## src/rtl/alu_out_stage.sv

```systemverilog
// alu_out_stage: two-entry in-order output buffer between the ALU and the
// writeback consumer. Entries carry the ALU result and its operation tag.
// Optional build macro ALU_OUT_FLAGS_EN: when defined, zero/negative flags
// are computed as each entry is captured and stored alongside it. When it is
// undefined, no flag storage exists and out_zero/out_neg are tied to 0.
// Handshake status (in_ready/out_valid) is decoded from the registered
// occupancy count only, so there is no path from in_valid or out_ready.

module alu_out_stage #(
    parameter int WIDTH = 32
) (
    input  logic             clk,
    input  logic             reset_n,
    input  logic             in_valid,
    input  logic [WIDTH-1:0] in_result,
    input  logic [2:0]       in_op,
    output logic             in_ready,
    output logic             out_valid,
    output logic [WIDTH-1:0] out_result,
    output logic [2:0]       out_op,
    output logic             out_zero,
    output logic             out_neg,
    input  logic             out_ready
);

    logic [1:0]       count;
    logic [WIDTH-1:0] head_result;
    logic [2:0]       head_op;
    logic [WIDTH-1:0] tail_result;
    logic [2:0]       tail_op;

    logic push;
    logic pop;
    logic load_head_new;
    logic load_tail_new;
    logic load_head_tail;

    assign in_ready  = (count != 2'd2);
    assign out_valid = (count != 2'd0);
    assign push      = in_valid & in_ready;
    assign pop       = out_valid & out_ready;

    // Head takes the incoming entry when the buffer is empty, or when the
    // single held entry leaves in the same cycle; otherwise a push lands in
    // the tail slot. A pop from a full buffer promotes the tail.
    assign load_head_new  = push & ((count == 2'd0) | (pop & (count == 2'd1)));
    assign load_tail_new  = push & ~pop & (count == 2'd1);
    assign load_head_tail = pop & (count == 2'd2);

    // Occupancy counter and data slots.
    always_ff @(posedge clk or negedge reset_n) begin
        if (!reset_n) begin
            count       <= 2'd0;
            head_result <= '0;
            head_op     <= '0;
            tail_result <= '0;
            tail_op     <= '0;
        end else begin
            if (push && !pop) begin
                count <= count + 2'd1;
            end else if (pop && !push) begin
                count <= count - 2'd1;
            end
            if (load_head_new) begin
                head_result <= in_result;
                head_op     <= in_op;
            end else if (load_head_tail) begin
                head_result <= tail_result;
                head_op     <= tail_op;
            end
            if (load_tail_new) begin
                tail_result <= in_result;
                tail_op     <= in_op;
            end
        end
    end

    assign out_result = head_result;
    assign out_op     = head_op;

`ifdef ALU_OUT_FLAGS_EN
    logic head_zero;
    logic head_neg;
    logic tail_zero;
    logic tail_neg;
    logic in_zero;
    logic in_neg;

    assign in_zero = (in_result == '0);
    assign in_neg  = in_result[WIDTH-1];

    // Flags follow their entry through the same slot moves as the data.
    always_ff @(posedge clk or negedge reset_n) begin
        if (!reset_n) begin
            head_zero <= 1'b0;
            head_neg  <= 1'b0;
            tail_zero <= 1'b0;
            tail_neg  <= 1'b0;
        end else begin
            if (load_head_new) begin
                head_zero <= in_zero;
                head_neg  <= in_neg;
            end else if (load_head_tail) begin
                head_zero <= tail_zero;
                head_neg  <= tail_neg;
            end
            if (load_tail_new) begin
                tail_zero <= in_zero;
                tail_neg  <= in_neg;
            end
        end
    end

    assign out_zero = head_zero;
    assign out_neg  = head_neg;
`else
    assign out_zero = 1'b0;
    assign out_neg  = 1'b0;
`endif

endmodule

```

## config.mk

```make
export PLATFORM = sky130hd
export DESIGN_NAME = alu_out_stage
export DESIGN_NICKNAME = d
export VERILOG_FILES = /design/src/rtl/alu_out_stage.sv
export SDC_FILE = /design/constraint.sdc
export NUM_CORES = 1
export LEC_CHECK = 0
export BUFFER_PORTS_ARGS = -buffer_cell sky130_fd_sc_hd__buf_2
export CAP_MARGIN = 20
export CORE_MARGIN = 1
export CORE_UTILIZATION = 45
export CTS_CLUSTER_DIAMETER = 200
export DETAILED_ROUTE_END_ITERATION = 6
export PLACE_DENSITY = 0.68
export SLEW_MARGIN = 20
export SYNTH_ARGS = -nofsm -noshare
export SYNTH_HDL_FRONTEND = slang
export SYNTH_SLANG_ARGS = --single-unit
```

## constraint.sdc

```tcl
create_clock -name clk -period 3.6 [get_ports clk]
set_input_delay 0.18 -clock clk [delete_from_list [all_inputs] [get_ports clk]]
set_output_delay 0.18 -clock clk [all_outputs]
set_load 0.1 [all_outputs]
```

# == Yosys cells after proc, flatten, opt, wreduce, memory -nomap -nowiden ==
# Cells that the tools add are included.
# totals
register_bits,72
inputBits,39
word_cells,33
# classes
add_sub_neg,2
eq_ne,3
mux,6
n_bitwise,9
reduce_logical,8
# ops
cell,n
2-to-1 mux 32 bit,2
AND 1 bit,7
2-to-1 mux 3 bit,2
nonzero test 2 bit,3
2-to-1 mux 2 bit,2
adder 2 x 1 -> 2 bit (second input constant),1
== test 2 x 1 -> 1 bit (second input constant),1
== test 2 bit (second input constant),1
logical AND 1 bit,2
zero test 1 bit,2
zero test 2 bit,1
!= test 2 bit (second input constant),1
subtractor 2 x 1 -> 2 bit (second input constant),1
NOT 1 bit,1
bitwise OR 1 bit,1

# == Logic depth before layout (Yosys ltp) ==
# depth
ltp_word,6
ltp_mapped,8
depth_no_buf,7

# == Worst setup path before layout ==
# OpenSTA, ideal clock, no wires.
# synth_timing
path_type,register to register
startpoint,register count[0]
endpoint,register tail_op[0]
t_arrival_ns,2.359
required_ns,3.475
path_slack_ns,1.117
path_stages_with_launch,9
n_path_buf,1
period_less_slack_ns,2.483
path_cell_list,dfrtp_1 inv_1 ha_1 inv_1 nand2_1 ha_1 nand2_1 buf_2 mux2_2
# synth_between
elab_chain_len,5
elab_cells_between_ends,8
classes_between,eq/ne: 2; bitwise: 5; reduce/logical: 1
# synth_lines
element,line_no,text
start: declaration,26,logic [1:0] count;
start signal: assignment,60,count <= count + 2'd1;
start signal: assignment,62,count <= count - 2'd1;
nonzero test 2 bit,39,assign out_valid = (count != 2'd0);
net out_valid,18,"output logic out_valid,"
AND 1 bit,41,assign pop = out_valid & out_ready;
NOT 1 bit,47,assign load_tail_new = push & ~pop & (count == 2'd1);
AND 1 bit (2 in series),47,
end signal: assignment,73,tail_op <= in_op;
end: declaration,30,logic [2:0] tail_op;
# The timed path passes the listed nets, and every way through them passes these cells.
# A chain may end at the register's enable or synchronous reset.

# == Worst setup path in the final report ==
# layout_timing
startpoint,register count[0]
endpoint,register tail_result[9]
# layout_between
elab_chain_len,5
elab_cells_between_ends,8
classes_between,eq/ne: 2; bitwise: 5; reduce/logical: 1
# layout_lines
element,line_no,text
nonzero test 2 bit,39,
AND 1 bit,41,
NOT 1 bit,47,
AND 1 bit,47,
AND 1 bit *,47,
end signal: assignment,72,tail_result <= in_result;
end: declaration,29,logic [WIDTH-1:0] tail_result;
# Every way passes the cells marked *; elsewhere a longest branch is shown, timed or not.

==> key figures <==
Setup path
  • Startpoint types: flip-flop
  • Critical path endpoint category: flip-flop
  • CP required: 3820 ps
  • Crit Path Max Fanout: 35
  • Setup CP Type: reg2reg
  • CP arrival: 2580 ps

Synthesis
  • Synth Area in Adders: 0.0145
  • Compound-Gate Fraction of Synth Area: 0.00399
  • Sequential-to-total area share from yosys stat: 0.522
  • Mapped Area: 3450 um^2
  • Largest family of logic cells by synthesized area: multiplexers
  • Synth Area in XOR/XNOR: 0.00507
  • Mux cell area share after synthesis: 0.408
  • #FFs+latches synth: 72
  • Synth unique cells: 17
  • Cell count after synthesis: 207
  • Yosys Warn Count: 0
  • Avg Synthesized Cell Area: 16.7 um^2
  • Synth Area in Simple Gates: 0.0130

STA
  • Total negative slack: 0 ps
  • Slew margin rel.: 0.402
  • Least-Margin Pin Slew: 898 ps
  • Min Tclk post-route: 2360 ps
  • PnR worst setup slack: 1240 ps
  • Final Cycle Share: 0.655
  • Final setup fails: 0
  • Fin. Hold Viols: 0
  • RSZ-0062 raised after global routing: no
  • Clock skew: 8.37 ps
  • Peak Freq: 424 MHz
  • Slew Limit Fails: 0

Floorplanning
  • Die height: 89.6 um
  • Die area: 8030 um^2
  • Starting density of the core: 0.471
  • Die W: 89.6 um
  • Core Area: 7330 um^2
  • Rows: 31
  • Io pins: 78

Clocking
  • Maximum buffer depth of the clock tree: 2
  • Setup Fix Bufs, Post-CTS: 0
  • TritonCTS clock tree: yes
  • Clk pin slew, worst setup/hold paths: 80 ps
  • H-tree depth: 3
  • Num CTS Buffers: 9
  • Clk root buf: clkbuf_8
  • CTS Sinks: 72
  • Clk Latency, worst-skew pair: 340 ps

Cells and area
  • Layout cells sized above 1: 0.693
  • Fillers: 610
  • Register area: 1800 um^2
  • Design area: 4160 um^2
  • Antenna cell count: 0
  • Syn-to-layout area delta: 20.5%
  • Footprint of the multi-input gates: 1540 um^2
  • # nets final: 328

Drt
  • Initial drt markers: 44
  • DRT Pass-1 Iters: 3
  • Total wire length: 5980 um
  • Routed via count: 1892
  • Post-route ant nets: 0
  • DRC: 0
  • Drt via density: 4.86
  • Avg WL per Cell: 15.4 um

Place
  • Routability Congestion: 0.681
  • IO buf count: 75
  • DPL Wire Length: 3810 um
  • Post-Place Worst Slack: 1190 ps
  • Dpl cell area: 3880 um^2

Global routing
  • Pin count of the biggest net entering global routing: 73
  • Gr ovfl total: 0
  • GRT Total Usage: 0.167
  • Vias in the first global route: 2017
  • Global-route wire length before repair: 9760 um
  • Initial antenna violation count: 0

Hold path
  • Tightest Hold Check Type: in2reg

Run
  • Max cap viols: 0

Outcome
  • Outcome: completed
-- final timing paths --
check | endpoint | cells past startpoint | start | slack, ps
max | tail_result[9]$_DFFE_PN0P_ | 6 | count[0]$_DFFE_PN0P_ | 1240
min | out_result[26]$_DFFE_PN0P_ | 2 | in_result[26] | 80
max reg2reg | tail_result[9]$_DFFE_PN0P_ | 6 | count[0]$_DFFE_PN0P_ | 1240
min reg2reg | count[0]$_DFFE_PN0P_ | 1 | count[0]$_DFFE_PN0P_ | 510
max in group asynchronous | out_result[17]$_DFFE_PN0P_ | 2 | reset_n | 2510
min in group asynchronous | out_result[27]$_DFFE_PN0P_ | 2 | reset_n | 500
-- sequential cells by signal, indices dropped and copies added, names as in the netlist --
register	cells
out_result	32
tail_op	3
count	2
tail_result	32
out_op	3
-- Yosys cell counts, drive strengths merged --
cell type | instances | area, um^2
nand2 | 4 | 17.5
inv | 4 | 15.0
conb | 1 | 3.75
a21o | 1 | 8.76
nand3b | 1 | 20.0
xor2 | 1 | 8.76
xnor2 | 1 | 8.76
mux2 | 105 | 1410
dfrtp | 72 | 1800
ha | 4 | 50.1
o21ai | 1 | 5.00
buf | 11 | 97.6
and2b | 1 | 7.51
-- cells in the final DEF (no fill, tap or decap), types with 2 or more instances in the layout --
cell / n
mux2_2: 45
mux2_4: 60
conb_1: 2
clkinv_2: 2
inv_1: 4
clkbuf_8: 10
buf_2: 74
nand2_1: 2
nand2_2: 2
bufinv_16: 4
dfrtp_1: 72
ha_1: 4
-- worst max-delay path, cell delays in order (launching register included) --
cell	delay [ps]
dfrtp_1	400
inv_1	90
ha_1	220
and2b_1	220
ha_1	230
nand2_2	660
mux2_2	420
-- timing repair --
action / 4_1_cts / 5_1_grt
hold buffers: 1 / 0
resized for setup: 0 / 0
endpoints found under the hold margin: 8 / 0
endpoints found under the setup margin: 0 / 0
-- stage by stage --
step            util  cells  hold slack [ps]
4_1_cts        0.568    389             65.3
6_report       0.568    389             79.7
5_1_grt        0.568    389             53.9
2_1_floorplan      -    208             -116
3_3_place_gp   0.530    372              379
3_5_place_dp   0.530    372              370
-- cell families (layout without fill, tap and decap cells) --
logic type,after synthesis,count (layout)
compound gates,2,2
xor+xnor,2,2
fa+ha+maj,4,4
buf+inv,15,97
flops,72,72
mux,105,105
other cells,1,2
simple gates,6,6
-- layout make-up --
type                            count  area share
Sequential cell                    72       0.433
Multi-Input combinational cell    121       0.371
Timing Repair Buffer               77      0.0980
Clock buffer                       10      0.0331
Clock inverter                      6      0.0313
Tap cell                           99      0.0298
Inverter                            4     0.00361
-- metal layers --
metal / global-route usage / part of all wire / wire length, um / up-vias
met5: 0 / 0 / 0 / -
met4: 0.0476 / 0.0094 / 56 / 0
met3: 0.0612 / 0.048 / 285 / 6
met2: 0.278 / 0.49 / 2940 / 53
met1: 0.204 / 0.45 / 2710 / 958
li1: - / - / - / 875
Power is left out: the tool's default activity adds up to more than one toggle a clock period on the data nets, which glitch-free logic cannot reach.
